===== config.mk =====
export PLATFORM = sky130hd
export DESIGN_NAME = t_ff_counter
export DESIGN_NICKNAME = d
export VERILOG_FILES = /design/src/rtl/t_ff_pkg.sv /design/src/rtl/t_ff_cell.sv /design/src/rtl/t_ff_counter.sv
export SDC_FILE = /design/constraint.sdc
export NUM_CORES = 1
export LEC_CHECK = 0
export CAP_MARGIN = 20
export CORE_ASPECT_RATIO = 0.8
export CORE_UTILIZATION = 42
export CTS_BUF_LIST = sky130_fd_sc_hd__clkbuf_8 sky130_fd_sc_hd__clkbuf_16
export DETAILED_ROUTE_END_ITERATION = 7
export PLACE_DENSITY = 0.78
export REMOVE_ABC_BUFFERS = 1
export SLEW_MARGIN = 20
export SYNTH_ARGS = -nofsm -noshare
export SYNTH_HDL_FRONTEND = slang
export SYNTH_SLANG_ARGS = --single-unit

===== constraint.sdc =====
create_clock -name clk -period 1.8 [get_ports clk]
set_input_delay 0.36 -clock clk [delete_from_list [all_inputs] [get_ports clk]]
set_output_delay 0.36 -clock clk [all_outputs]
set_load 0.02 [all_outputs]

===== src/rtl/t_ff_pkg.sv =====
// Shared mode encoding for the T flip-flop counter bank.
// Imported by the counter top and its bench.
package t_ff_pkg;

  typedef logic [1:0] t_ff_mode_t;

  localparam t_ff_mode_t MODE_TOGGLE = 2'b00;
  localparam t_ff_mode_t MODE_UP     = 2'b01;
  localparam t_ff_mode_t MODE_DOWN   = 2'b10;
  localparam t_ff_mode_t MODE_HOLD   = 2'b11;

endpackage


===== src/rtl/t_ff_cell.sv =====
// Single T flip-flop with synchronous parallel load.
// Async active-high reset clears the bit.
module t_ff_cell (
  input  logic clk,
  input  logic rst,
  input  logic load,
  input  logic d,
  input  logic t,
  output logic q
);

  always_ff @(posedge clk or posedge rst) begin
    if (rst)       q <= 1'b0;
    else if (load) q <= d;
    else           q <= q ^ t;
  end

endmodule


===== src/rtl/t_ff_counter.sv =====
// WIDTH-bit T flip-flop bank: toggle, up/down count or hold,
// with parallel load, wrap/saturate and registered status pulses.
module t_ff_counter
  import t_ff_pkg::*;
#(
  parameter int WIDTH    = 8,
  parameter int SATURATE = 0
) (
  input  logic             clk,
  input  logic             rst,
  input  logic             en,
  input  t_ff_mode_t       mode,
  input  logic [WIDTH-1:0] t,
  input  logic             load,
  input  logic [WIDTH-1:0] d,
  output logic [WIDTH-1:0] q,
  output logic             tc,
  output logic             wrap,
  output logic             sat
);

  localparam bit SAT = (SATURATE != 0);

  // cup[i]/cdn[i]: all lower bits one/zero; top entry flags the boundary
  logic [WIDTH:0]   cup;
  logic [WIDTH:0]   cdn;
  logic [WIDTH-1:0] tv;
  logic [WIDTH-1:0] tq;
  logic             bnd_up;
  logic             bnd_dn;
  logic             bnd;

  assign cup[0] = 1'b1;
  assign cdn[0] = 1'b1;

  for (genvar i = 0; i < WIDTH; i++) begin : g_bit
    assign cup[i+1] = cup[i] & q[i];
    assign cdn[i+1] = cdn[i] & ~q[i];

    t_ff_cell u_cell (
      .clk  (clk),
      .rst  (rst),
      .load (load),
      .d    (d[i]),
      .t    (tq[i]),
      .q    (q[i])
    );
  end

  assign bnd_up = en & (mode == MODE_UP) & cup[WIDTH];
  assign bnd_dn = en & (mode == MODE_DOWN) & cdn[WIDTH];
  assign bnd    = ~load & (bnd_up | bnd_dn);
  assign tc     = ~load & (bnd_up | bnd_dn);

  always_comb begin
    tv = '0;
    unique case (1'b1)
      (mode == MODE_TOGGLE): tv = t;
      (mode == MODE_UP):     tv = cup[WIDTH-1:0];
      (mode == MODE_DOWN):   tv = cdn[WIDTH-1:0];
      (mode == MODE_HOLD):   tv = '0;
    endcase
  end

  // saturation masks every toggle so q holds at the boundary
  assign tq = (en && !(SAT && bnd)) ? tv : '0;

  always_ff @(posedge clk or posedge rst) begin
    if (rst) begin
      wrap <= 1'b0;
      sat  <= 1'b0;
    end else begin
      wrap <= bnd & ~SAT;
      sat  <= bnd & SAT;
    end
  end

endmodule

==> flow_summary.html, run 1 <==
<table>
<tr><th>Metric</th><th>Value</th></tr>
<tr><th colspan="2">Power and ir drop</th></tr>
<tr><td>Maximum ir drop on the vdd rail</td><td>0.554 mV</td></tr>
<tr><td>Total net switching power</td><td>0.288 mW</td></tr>
<tr><td>Power per cell area</td><td>635 nW/um^2</td></tr>
<tr><td>Clock network fraction of design power</td><td>27.9%</td></tr>
<tr><td>Final Total Pwr</td><td>0.878 mW</td></tr>
<tr><td>Internal power consumption</td><td>0.589 mW</td></tr>
<tr><td>Leakage</td><td>0.611 nW</td></tr>
<tr><td>Switching part of the total power</td><td>32.9%</td></tr>
<tr><td>Sequential Power Share</td><td>29.3%</td></tr>
<tr><td>Comb pwr share</td><td>42.8%</td></tr>
<tr><th colspan="2">STA</th></tr>
<tr><td>Final hold viol count</td><td>0</td></tr>
<tr><td>Final setup violation count</td><td>1</td></tr>
<tr><td>Final worst path period share</td><td>105%</td></tr>
<tr><td>Worst-case setup margin in the final layout</td><td>-0.0971 ns</td></tr>
<tr><td>Setup repair after global routing missed its margin</td><td>true</td></tr>
<tr><td>Final count of pins violating max slew</td><td>0</td></tr>
<tr><td>Maximum frequency from static timing analysis</td><td>527 MHz</td></tr>
<tr><td>Min cycle time layout</td><td>1.90 ns</td></tr>
<tr><td>Summed negative setup slack over all endpoints</td><td>-0.0971 ns</td></tr>
<tr><td>Setup Skew</td><td>0.000774 ns</td></tr>
<tr><th colspan="2">GRT</th></tr>
<tr><td>Number of antenna violations at the first check in global routing</td><td>0</td></tr>
<tr><td>Number of global-route vias before repair</td><td>880</td></tr>
<tr><td>Maximum number of pins on one net before global-route repair</td><td>11</td></tr>
<tr><td>First-pass GRT wire length</td><td>4.04 mm</td></tr>
<tr><td>GRT overflow</td><td>0</td></tr>
<tr><td>Global-route usage over all layers</td><td>26.3%</td></tr>
<tr><th colspan="2">Layout</th></tr>
<tr><td>Number of nets in the finished design</td><td>176</td></tr>
<tr><td>Share of layout cells above drive strength 1</td><td>31.3%</td></tr>
<tr><td>Ant. Diodes</td><td>0</td></tr>
<tr><td>Synthesis-to-finish area growth</td><td>69.5%</td></tr>
<tr><td>Count of filler cells inserted in the layout</td><td>125</td></tr>
<tr><th colspan="2">Critical path</th></tr>
<tr><td>Worst path required time</td><td>1.44 ns</td></tr>
<tr><td>Buffering stage count on the worst path with inverters included</td><td>1</td></tr>
<tr><td>Maximum net fanout on the critical path</td><td>2</td></tr>
<tr><td>CP max-delay cell</td><td>sky130_fd_sc_hd__dfrtp_1</td></tr>
<tr><td>Critical setup path kind</td><td>reg2out</td></tr>
<tr><td>Critical path startpoint category</td><td>register</td></tr>
<tr><td>Max incr delay on CP</td><td>0.41 ns</td></tr>
<tr><td>Capturing element type of the critical path</td><td>primary output</td></tr>
<tr><td>Arrival time at the worst endpoint</td><td>1.54 ns</td></tr>
<tr><td>Series of cell instances along the critical path</td><td>nor4b_4 -&gt; nand4b_1 -&gt; a211oi_2 -&gt; buf_4</td></tr>
<tr><td>Worst reg2reg startpoint</td><td>g_bit[2].u_cell.q</td></tr>
<tr><td>Start point of the critical path</td><td>g_bit[0].u_cell.q</td></tr>
<tr><td>Crit path max-delay family</td><td>simple AND/OR/NAND/NOR gates</td></tr>
<tr><th colspan="2">Synthesis</th></tr>
<tr><td>Cell type with the largest total area after synthesis</td><td>sky130_fd_sc_hd__dfrtp_1</td></tr>
<tr><td>Commonest cells post-synth</td><td>sky130_fd_sc_hd__buf_4 (9), sky130_fd_sc_hd__dfrtp_1 (9), sky130_fd_sc_hd__inv_1 (6), sky130_fd_sc_hd__nor2_1 (6), sky130_fd_sc_hd__nor2b_1 (6)</td></tr>
<tr><td>Predominant post-synthesis flop cell</td><td>sky130_fd_sc_hd__dfrtp_1</td></tr>
<tr><td>Area fraction of the dominant cell type after synthesis</td><td>27.6%</td></tr>
<tr><td>EDFF count, synth</td><td>0</td></tr>
<tr><td>Sequential share of the synthesized area</td><td>27.6%</td></tr>
<tr><td>Seq cells post-synth</td><td>9</td></tr>
<tr><td>Post-Synthesis Mean Instance Area</td><td>8.50 sq um</td></tr>
<tr><td>Top cells by area, synth</td><td>sky130_fd_sc_hd__dfrtp_1 (28%), sky130_fd_sc_hd__buf_4 (8.3%), sky130_fd_sc_hd__ha_1 (4.6%), sky130_fd_sc_hd__nor2b_1 (4.6%), sky130_fd_sc_hd__xnor2_1 (4.3%)</td></tr>
<tr><td>Count of cell types in the netlist</td><td>40</td></tr>
<tr><td>Async set-reset flop share out of synthesis</td><td>100%</td></tr>
<tr><td>Instance count of the mapped netlist</td><td>96</td></tr>
<tr><td>Post-synthesis cell area</td><td>816 sq um</td></tr>
<tr><td>Number of warnings issued by yosys</td><td>0</td></tr>
<tr><th colspan="2">Run status</th></tr>
<tr><td>Run status</td><td>finished, violations left</td></tr>
<tr><td>Failing checks</td><td>negative setup slack</td></tr>
<tr><th colspan="2">Placement</th></tr>
<tr><td>Routability cong.</td><td>0.815</td></tr>
<tr><td># port buffers</td><td>31</td></tr>
<tr><td>Worst slack, placed</td><td>-0.993 ns</td></tr>
<tr><td>Detail Placement HPWL</td><td>1.81 mm</td></tr>
<tr><th colspan="2">Clocking</th></tr>
<tr><td>Clock tree sinks</td><td>9</td></tr>
<tr><td>Clock edge transition at the registers on the reported setup and hold paths</td><td>0.05 ns</td></tr>
<tr><td>Number of CTS-inserted buffers</td><td>3</td></tr>
<tr><td>Clock latency on the worst-skew pair</td><td>0.25 ns</td></tr>
<tr><td>Library cell used as clock root buffer</td><td>sky130_fd_sc_hd__clkbuf_8</td></tr>
<tr><td>CTS tree</td><td>built</td></tr>
<tr><td>Max Root-Sink Buffers</td><td>2</td></tr>
<tr><td>Post-cts hold buffer count</td><td>0</td></tr>
<tr><td>CTS H-tree depth</td><td>1</td></tr>
<tr><th colspan="2">Routing</th></tr>
<tr><td>Total Wirelength</td><td>2.52 mm</td></tr>
<tr><td>Number of DRC violations after detailed-routing iteration 0</td><td>17</td></tr>
<tr><td>Number of nets still failing antenna checks after routing</td><td>0</td></tr>
<tr><td>Via/cell ratio</td><td>5.38</td></tr>
<tr><td>Mean routed wirelength per cell</td><td>14.6 um</td></tr>
<tr><td>Final routed DRC violation total</td><td>0</td></tr>
<tr><td>Detailed-router iteration count before antenna repair</td><td>4</td></tr>
<tr><td>Via total after detailed routing</td><td>926</td></tr>
<tr><th colspan="2">Die</th></tr>
<tr><td>Starting density of the core</td><td>47.3%</td></tr>
<tr><td>Die extent in y</td><td>41.4 um</td></tr>
<tr><td>Die outline area</td><td>2120 sq um</td></tr>
<tr><td>Top-level I/O count</td><td>33</td></tr>
<tr><td>Core region area</td><td>1720 sq um</td></tr>
<tr><td>Std-Cell Rows</td><td>13</td></tr>
<tr><td>Die width</td><td>51.3 um</td></tr>
<tr><th colspan="2">Job</th></tr>
<tr><td>Max-cap violations</td><td>0</td></tr>
<tr><th colspan="2">Hold path</th></tr>
<tr><td>Class of the worst hold path</td><td>in2async</td></tr>
</table>
## cell type report
type	count	area [sq um]	area share, %
clock inverter	1	3.75	0.271
clock buffer	3	41.3	2.99
timing repair buffer	62	537	38.8
multi-input combinational	69	526	38.0
inverter	6	22.5	1.63
tap	22	27.5	1.99
sequential	9	225	16.3
## kinds of logic (layout without fill, tap and decap cells)
kind of cell	Yosys count	after routing	synth area share (%)
simple gates	39	39	30.5
compound gates	19	19	16.3
buf+inv	18	72	12.4
flops	9	9	27.6
xor+xnor	4	4	4.29
fa+ha+maj	3	3	4.60
mux	3	3	3.83
other cells	1	1	0.460
## through the flow
stage / utilization (%) / instances / area [sq um] / hold WS (ns)
after global routing: 80.2 / 172 / 1380 / 0.456
after floorplan: - / 84 / 737 / 0.188
final: 80.2 / 172 / 1380 / 0.397
after global placement: 73.7 / 163 / 1270 / 0.625
after CTS: 80.1 / 172 / 1380 / 0.418
after detailed placement: 73.7 / 163 / 1270 / 0.638
## cell usage in the layout, fill, tap and decap left out, drive strengths merged, types with 2 or more instances in the layout
cell            n
a211oi          2
a21oi           2
and2            2
and3            2
and4            2
buf            34
clkbuf          3
clkdlybuf4s50  27
dfrtp           9
ha              3
inv             7
mux2i           2
nand2           5
nand3           3
nand4           2
nor2            6
nor2b           6
nor4            2
o211ai          2
o21ai           4
o31ai           2
or4             2
xnor2           4
## metal layers
layer,vias to the layer above,GRT usage (%),wire length [um]
li1,453,-,-
met1,427,32.4,1060
met2,38,42.9,1210
met3,8,6.59,186
met4,0,11.4,56
met5,-,0,0
## what timing repair did
item | CTS | global route
resized for setup | 25 | 2
pin swaps | 4 | 1
cloned | 0 | 0
setup buffers | 5 | 0
endpoints found under the setup margin | 9 | 4
## power by group through the flow
| stage | Sequential, mW | Clock [mW] | Combinational (mW) |
|---|---|---|---|
| final | 0.257 | 0.245 | 0.376 |
| after global routing | 0.260 | 0.268 | 0.400 |
| after CTS | 0.256 | 0.250 | 0.369 |
| after detailed placement | 0.257 | 0 | 0.344 |
| after global placement | 0.256 | 0 | 0.337 |
| after floorplan | 0.298 | 0 | 0.101 |
## final timing paths
| path | to | slack [ns] | depth (start not counted) |
|---|---|---|---|
| max | tc | -0.1 | 4 |
| min | g_bit[2].u_cell.q | 0.40 | 2 |
| max reg2reg | g_bit[6].u_cell.q | 0.07 | 6 |
| min reg2reg | g_bit[5].u_cell.q | 0.65 | 2 |
| max in group asynchronous | g_bit[1].u_cell.q | 1.13 | 2 |
| min in group clk | g_bit[5].u_cell.q | 0.65 | 2 |
## worst register-to-register path, stage by stage (launching register included)
cell	delay [ns]
sky130_fd_sc_hd__dfrtp_1	0.42
sky130_fd_sc_hd__buf_6	0.15
sky130_fd_sc_hd__and4_4	0.16
sky130_fd_sc_hd__buf_4	0.15
sky130_fd_sc_hd__and3_1	0.17
sky130_fd_sc_hd__or4_1	0.51
sky130_fd_sc_hd__nand4_1	0.10
## state kept, by name, indices dropped and copies added (netlist names)
name and cells:
g_bit.u_cell.q 8, wrap 1
Note: power is estimated with default switching activity, not from simulation.
==> run 2, diff against run 1 <==
HOLD_SLACK_MARGIN = 0.03   (was unset)
clock period = 1.9 ns   (was 1.8 ns; I/O delays follow)
==> run 2 against run 1 <==
- the run still ends with negative setup slack left
- sequential cell count unchanged
- clock skew up 0.0028 ns
- sequential share of layout area is 0.55 points higher
- total power shrank 8.5%
- die area unchanged
- non-clock buffer count fell by 6
- wire length down 2.5%
- clock power shrank 9.4%
- critical endpoint unchanged
==> flow_summary.html, run 2 (synthesis results as in run 1) <==
<table>
<tr><th>Metric</th><th>Value</th></tr>
<tr><th colspan="2">Critical path</th></tr>
<tr><td>Critical path startpoint category</td><td>register</td></tr>
<tr><td>Crit path max-delay family</td><td>simple AND/OR/NAND/NOR gates</td></tr>
<tr><td>Arrival time at the worst endpoint</td><td>1.53 ns (about the same)</td></tr>
<tr><td>Capturing element type of the critical path</td><td>primary output</td></tr>
<tr><td>CP max-delay cell</td><td>sky130_fd_sc_hd__dfrtp_1</td></tr>
<tr><td>Buffering stage count on the worst path with inverters included</td><td>1 (unchanged)</td></tr>
<tr><td>Maximum net fanout on the critical path</td><td>2 (unchanged)</td></tr>
<tr><td>Series of cell instances along the critical path</td><td>nor4b_4 -&gt; nand4b_1 -&gt; a211oi_2 -&gt; buf_4</td></tr>
<tr><td>Worst path required time</td><td>1.52 ns (+0.08 ns)</td></tr>
<tr><td>Critical setup path kind</td><td>reg2out</td></tr>
<tr><td>Max incr delay on CP</td><td>0.41 ns (about the same)</td></tr>
<tr><th colspan="2">Routing</th></tr>
<tr><td>Via total after detailed routing</td><td>916 (-1.1%)</td></tr>
<tr><td>Mean routed wirelength per cell</td><td>14.8 um (+0.98%)</td></tr>
<tr><td>Final routed DRC violation total</td><td>0 (unchanged)</td></tr>
<tr><td>Via/cell ratio</td><td>5.52 (+2.5%)</td></tr>
<tr><td>Total Wirelength</td><td>2.46 mm (-2.5%)</td></tr>
<tr><td>Number of DRC violations after detailed-routing iteration 0</td><td>34 (+17)</td></tr>
<tr><td>Detailed-router iteration count before antenna repair</td><td>4 (unchanged)</td></tr>
<tr><td>Number of nets still failing antenna checks after routing</td><td>0 (unchanged)</td></tr>
<tr><th colspan="2">Clocking</th></tr>
<tr><td>CTS H-tree depth</td><td>1 (unchanged)</td></tr>
<tr><td>Clock latency on the worst-skew pair</td><td>0.24 ns (about the same)</td></tr>
<tr><td>CTS tree</td><td>built</td></tr>
<tr><td>Max Root-Sink Buffers</td><td>2 (unchanged)</td></tr>
<tr><td>Library cell used as clock root buffer</td><td>sky130_fd_sc_hd__clkbuf_8</td></tr>
<tr><td>Clock tree sinks</td><td>9 (unchanged)</td></tr>
<tr><td>Number of CTS-inserted buffers</td><td>3 (unchanged)</td></tr>
<tr><td>Clock edge transition at the registers on the reported setup and hold paths</td><td>0.05 ns (about the same)</td></tr>
<tr><td>Post-cts hold buffer count</td><td>0 (unchanged)</td></tr>
<tr><th colspan="2">Die</th></tr>
<tr><td>Top-level I/O count</td><td>33 (unchanged)</td></tr>
<tr><td>Die outline area</td><td>2120 sq um (unchanged)</td></tr>
<tr><td>Die extent in y</td><td>41.4 um (unchanged)</td></tr>
<tr><td>Starting density of the core</td><td>47.3% (unchanged)</td></tr>
<tr><td>Die width</td><td>51.3 um (unchanged)</td></tr>
<tr><td>Std-Cell Rows</td><td>13 (unchanged)</td></tr>
<tr><td>Core region area</td><td>1720 sq um (unchanged)</td></tr>
<tr><th colspan="2">STA</th></tr>
<tr><td>Maximum frequency from static timing analysis</td><td>524 MHz</td></tr>
<tr><td>Final count of pins violating max slew</td><td>0 (unchanged)</td></tr>
<tr><td>Summed negative setup slack over all endpoints</td><td>-0.00758 ns (+0.0896 ns)</td></tr>
<tr><td>Final hold viol count</td><td>0 (unchanged)</td></tr>
<tr><td>Worst-case setup margin in the final layout</td><td>-0.00758 ns (+0.0896 ns)</td></tr>
<tr><td>Final setup violation count</td><td>1 (unchanged)</td></tr>
<tr><td>Setup repair after global routing missed its margin</td><td>true</td></tr>
<tr><td>Setup Skew</td><td>0.00359 ns (+0.00282 ns)</td></tr>
<tr><td>Final worst path period share</td><td>100%</td></tr>
<tr><td>Min cycle time layout</td><td>1.91 ns</td></tr>
<tr><th colspan="2">Run status</th></tr>
<tr><td>Failing checks</td><td>negative setup slack</td></tr>
<tr><td>Run status</td><td>finished, violations left</td></tr>
<tr><th colspan="2">GRT</th></tr>
<tr><td>Maximum number of pins on one net before global-route repair</td><td>11 (unchanged)</td></tr>
<tr><td>Number of antenna violations at the first check in global routing</td><td>0 (unchanged)</td></tr>
<tr><td>GRT overflow</td><td>0 (unchanged)</td></tr>
<tr><td>Global-route usage over all layers</td><td>25.2% (-1.0 points)</td></tr>
<tr><td>Number of global-route vias before repair</td><td>865 (-1.7%)</td></tr>
<tr><td>First-pass GRT wire length</td><td>4.00 mm (-1.0%)</td></tr>
<tr><th colspan="2">Power and ir drop</th></tr>
<tr><td>Maximum ir drop on the vdd rail</td><td>0.537 mV (-3.1%)</td></tr>
<tr><td>Power per cell area</td><td>601 nW/um^2 (-5.4%)</td></tr>
<tr><td>Leakage</td><td>0.582 nW (-4.8%)</td></tr>
<tr><th colspan="2">Placement</th></tr>
<tr><td>Routability cong.</td><td>0.812 (-0.45%)</td></tr>
<tr><td>Post-Place Cells</td><td>161 (-1.2%)</td></tr>
<tr><td>Detail Placement HPWL</td><td>1.88 mm (+3.8%)</td></tr>
<tr><td># port buffers</td><td>31 (unchanged)</td></tr>
<tr><th colspan="2">Layout</th></tr>
<tr><td>Synthesis-to-finish area growth</td><td>64.0%</td></tr>
<tr><td>Register with the most flip-flops</td><td>g_bit.u_cell.q</td></tr>
<tr><td>Share of layout cells above drive strength 1</td><td>27.8% (-3.6 points)</td></tr>
<tr><td>Flip-flop count of the largest register after layout</td><td>8 (unchanged)</td></tr>
<tr><td>Most common cell after layout, fill and taps aside</td><td>sky130_fd_sc_hd__clkdlybuf4s50_1</td></tr>
<tr><td>Largest registers in the final layout</td><td>g_bit.u_cell.q (8), wrap (1)</td></tr>
<tr><td>Final std cells w/o fill</td><td>166 (-3.5%)</td></tr>
<tr><td>Number of nets in the finished design</td><td>170 (-3.4%)</td></tr>
<tr><td>Ant. Diodes</td><td>0 (unchanged)</td></tr>
<tr><td>Most frequent cells in the layout</td><td>sky130_fd_sc_hd__clkdlybuf4s50_1 (28), sky130_fd_sc_hd__buf_4 (24), sky130_fd_sc_hd__dfrtp_1 (9)</td></tr>
<tr><th colspan="2">Hold path</th></tr>
<tr><td>Class of the worst hold path</td><td>in2async</td></tr>
<tr><th colspan="2">Job</th></tr>
<tr><td>Max-cap violations</td><td>0 (unchanged)</td></tr>
</table>
## run 2: cell count changes in the layout (fill, tap and decap cells not counted)
cell                              before  now
sky130_fd_sc_hd__inv_2                 3    2
sky130_fd_sc_hd__clkdlybuf4s50_1      27   28
sky130_fd_sc_hd__dlygate4sd2_1         1    0
sky130_fd_sc_hd__a2111oi_1             1    0
sky130_fd_sc_hd__buf_4                30   24
sky130_fd_sc_hd__inv_1                 4    5
sky130_fd_sc_hd__a2111oi_0             0    1
## run 2: path summary, 6_finish.rpt
check	endpoint	cells past startpoint	from	slack, ns
worst max-delay path	tc	4	g_bit[0].u_cell.q	-0.008
min in group clk	wrap	2	g_bit[7].u_cell.q	0.65
worst max register to register	g_bit[4].u_cell.q	6	g_bit[2].u_cell.q	0.14
worst min-delay path	g_bit[4].u_cell.q	2	rst	0.43
max in group asynchronous	g_bit[6].u_cell.q	2	rst	1.20
worst min register to register	wrap	2	g_bit[7].u_cell.q	0.65
## run 2: per-stage QoR
stage	hold slack (ns)	worst slack [ns]	area, sq um	util (%)	total power [mW]
5_1_grt	0.492	-0.0530	1340	77.6	0.851
4_1_cts	0.439	0.000231	1340	77.6	0.806
3_5_place_dp	0.616	-0.903	1250	72.8	0.570
3_3_place_gp	0.624	-0.866	1250	72.8	0.560
2_1_floorplan	0.208	-0.131	737	-	0.378
6_report	0.425	-0.00758	1340	77.6	0.804
## run 2: worst register-to-register path, cell delays in order (launching register included)
cell	delay [ns]
sky130_fd_sc_hd__dfrtp_1	0.41
sky130_fd_sc_hd__buf_4	0.16
sky130_fd_sc_hd__and4_4	0.18
sky130_fd_sc_hd__buf_4	0.15
sky130_fd_sc_hd__and2_1	0.16
sky130_fd_sc_hd__or4_1	0.51
sky130_fd_sc_hd__nand4_1	0.12
## run 2: timing repair
item                       4_1_cts  5_1_grt
cloned                           0        0
resized for setup               24        0
hold endpoints to repair         0        0
pin swaps                        3        0
setup buffers                    1        0
setup endpoints to repair        6        1
## run 2: power breakdown
group	leakage [nW]	total [mW]	switching (mW)	internal, mW
sequential	0.107	0.241	0.0256	0.216
clock	0.0269	0.222	0.0811	0.141
combinational	0.448	0.340	0.151	0.188
## run 2: final cells by class
| class | instances | area [sq um] |
|---|---|---|
| Clock buffer | 3 | 41.3 |
| Clock inverter | 1 | 3.75 |
| Fill cell | 136 | 387 |
| Inverter | 6 | 22.5 |
| Multi-Input combinational cell | 69 | 524 |
| Sequential cell | 9 | 225 |
| Tap cell | 22 | 27.5 |
| Timing Repair Buffer | 56 | 493 |
## run 2: metal layers
layer  GRT usage (%)  routed length, um
met1            33.9               1040
met2            40.3               1220
met3            6.59                184
met4            5.95                 14
met5               0                  0
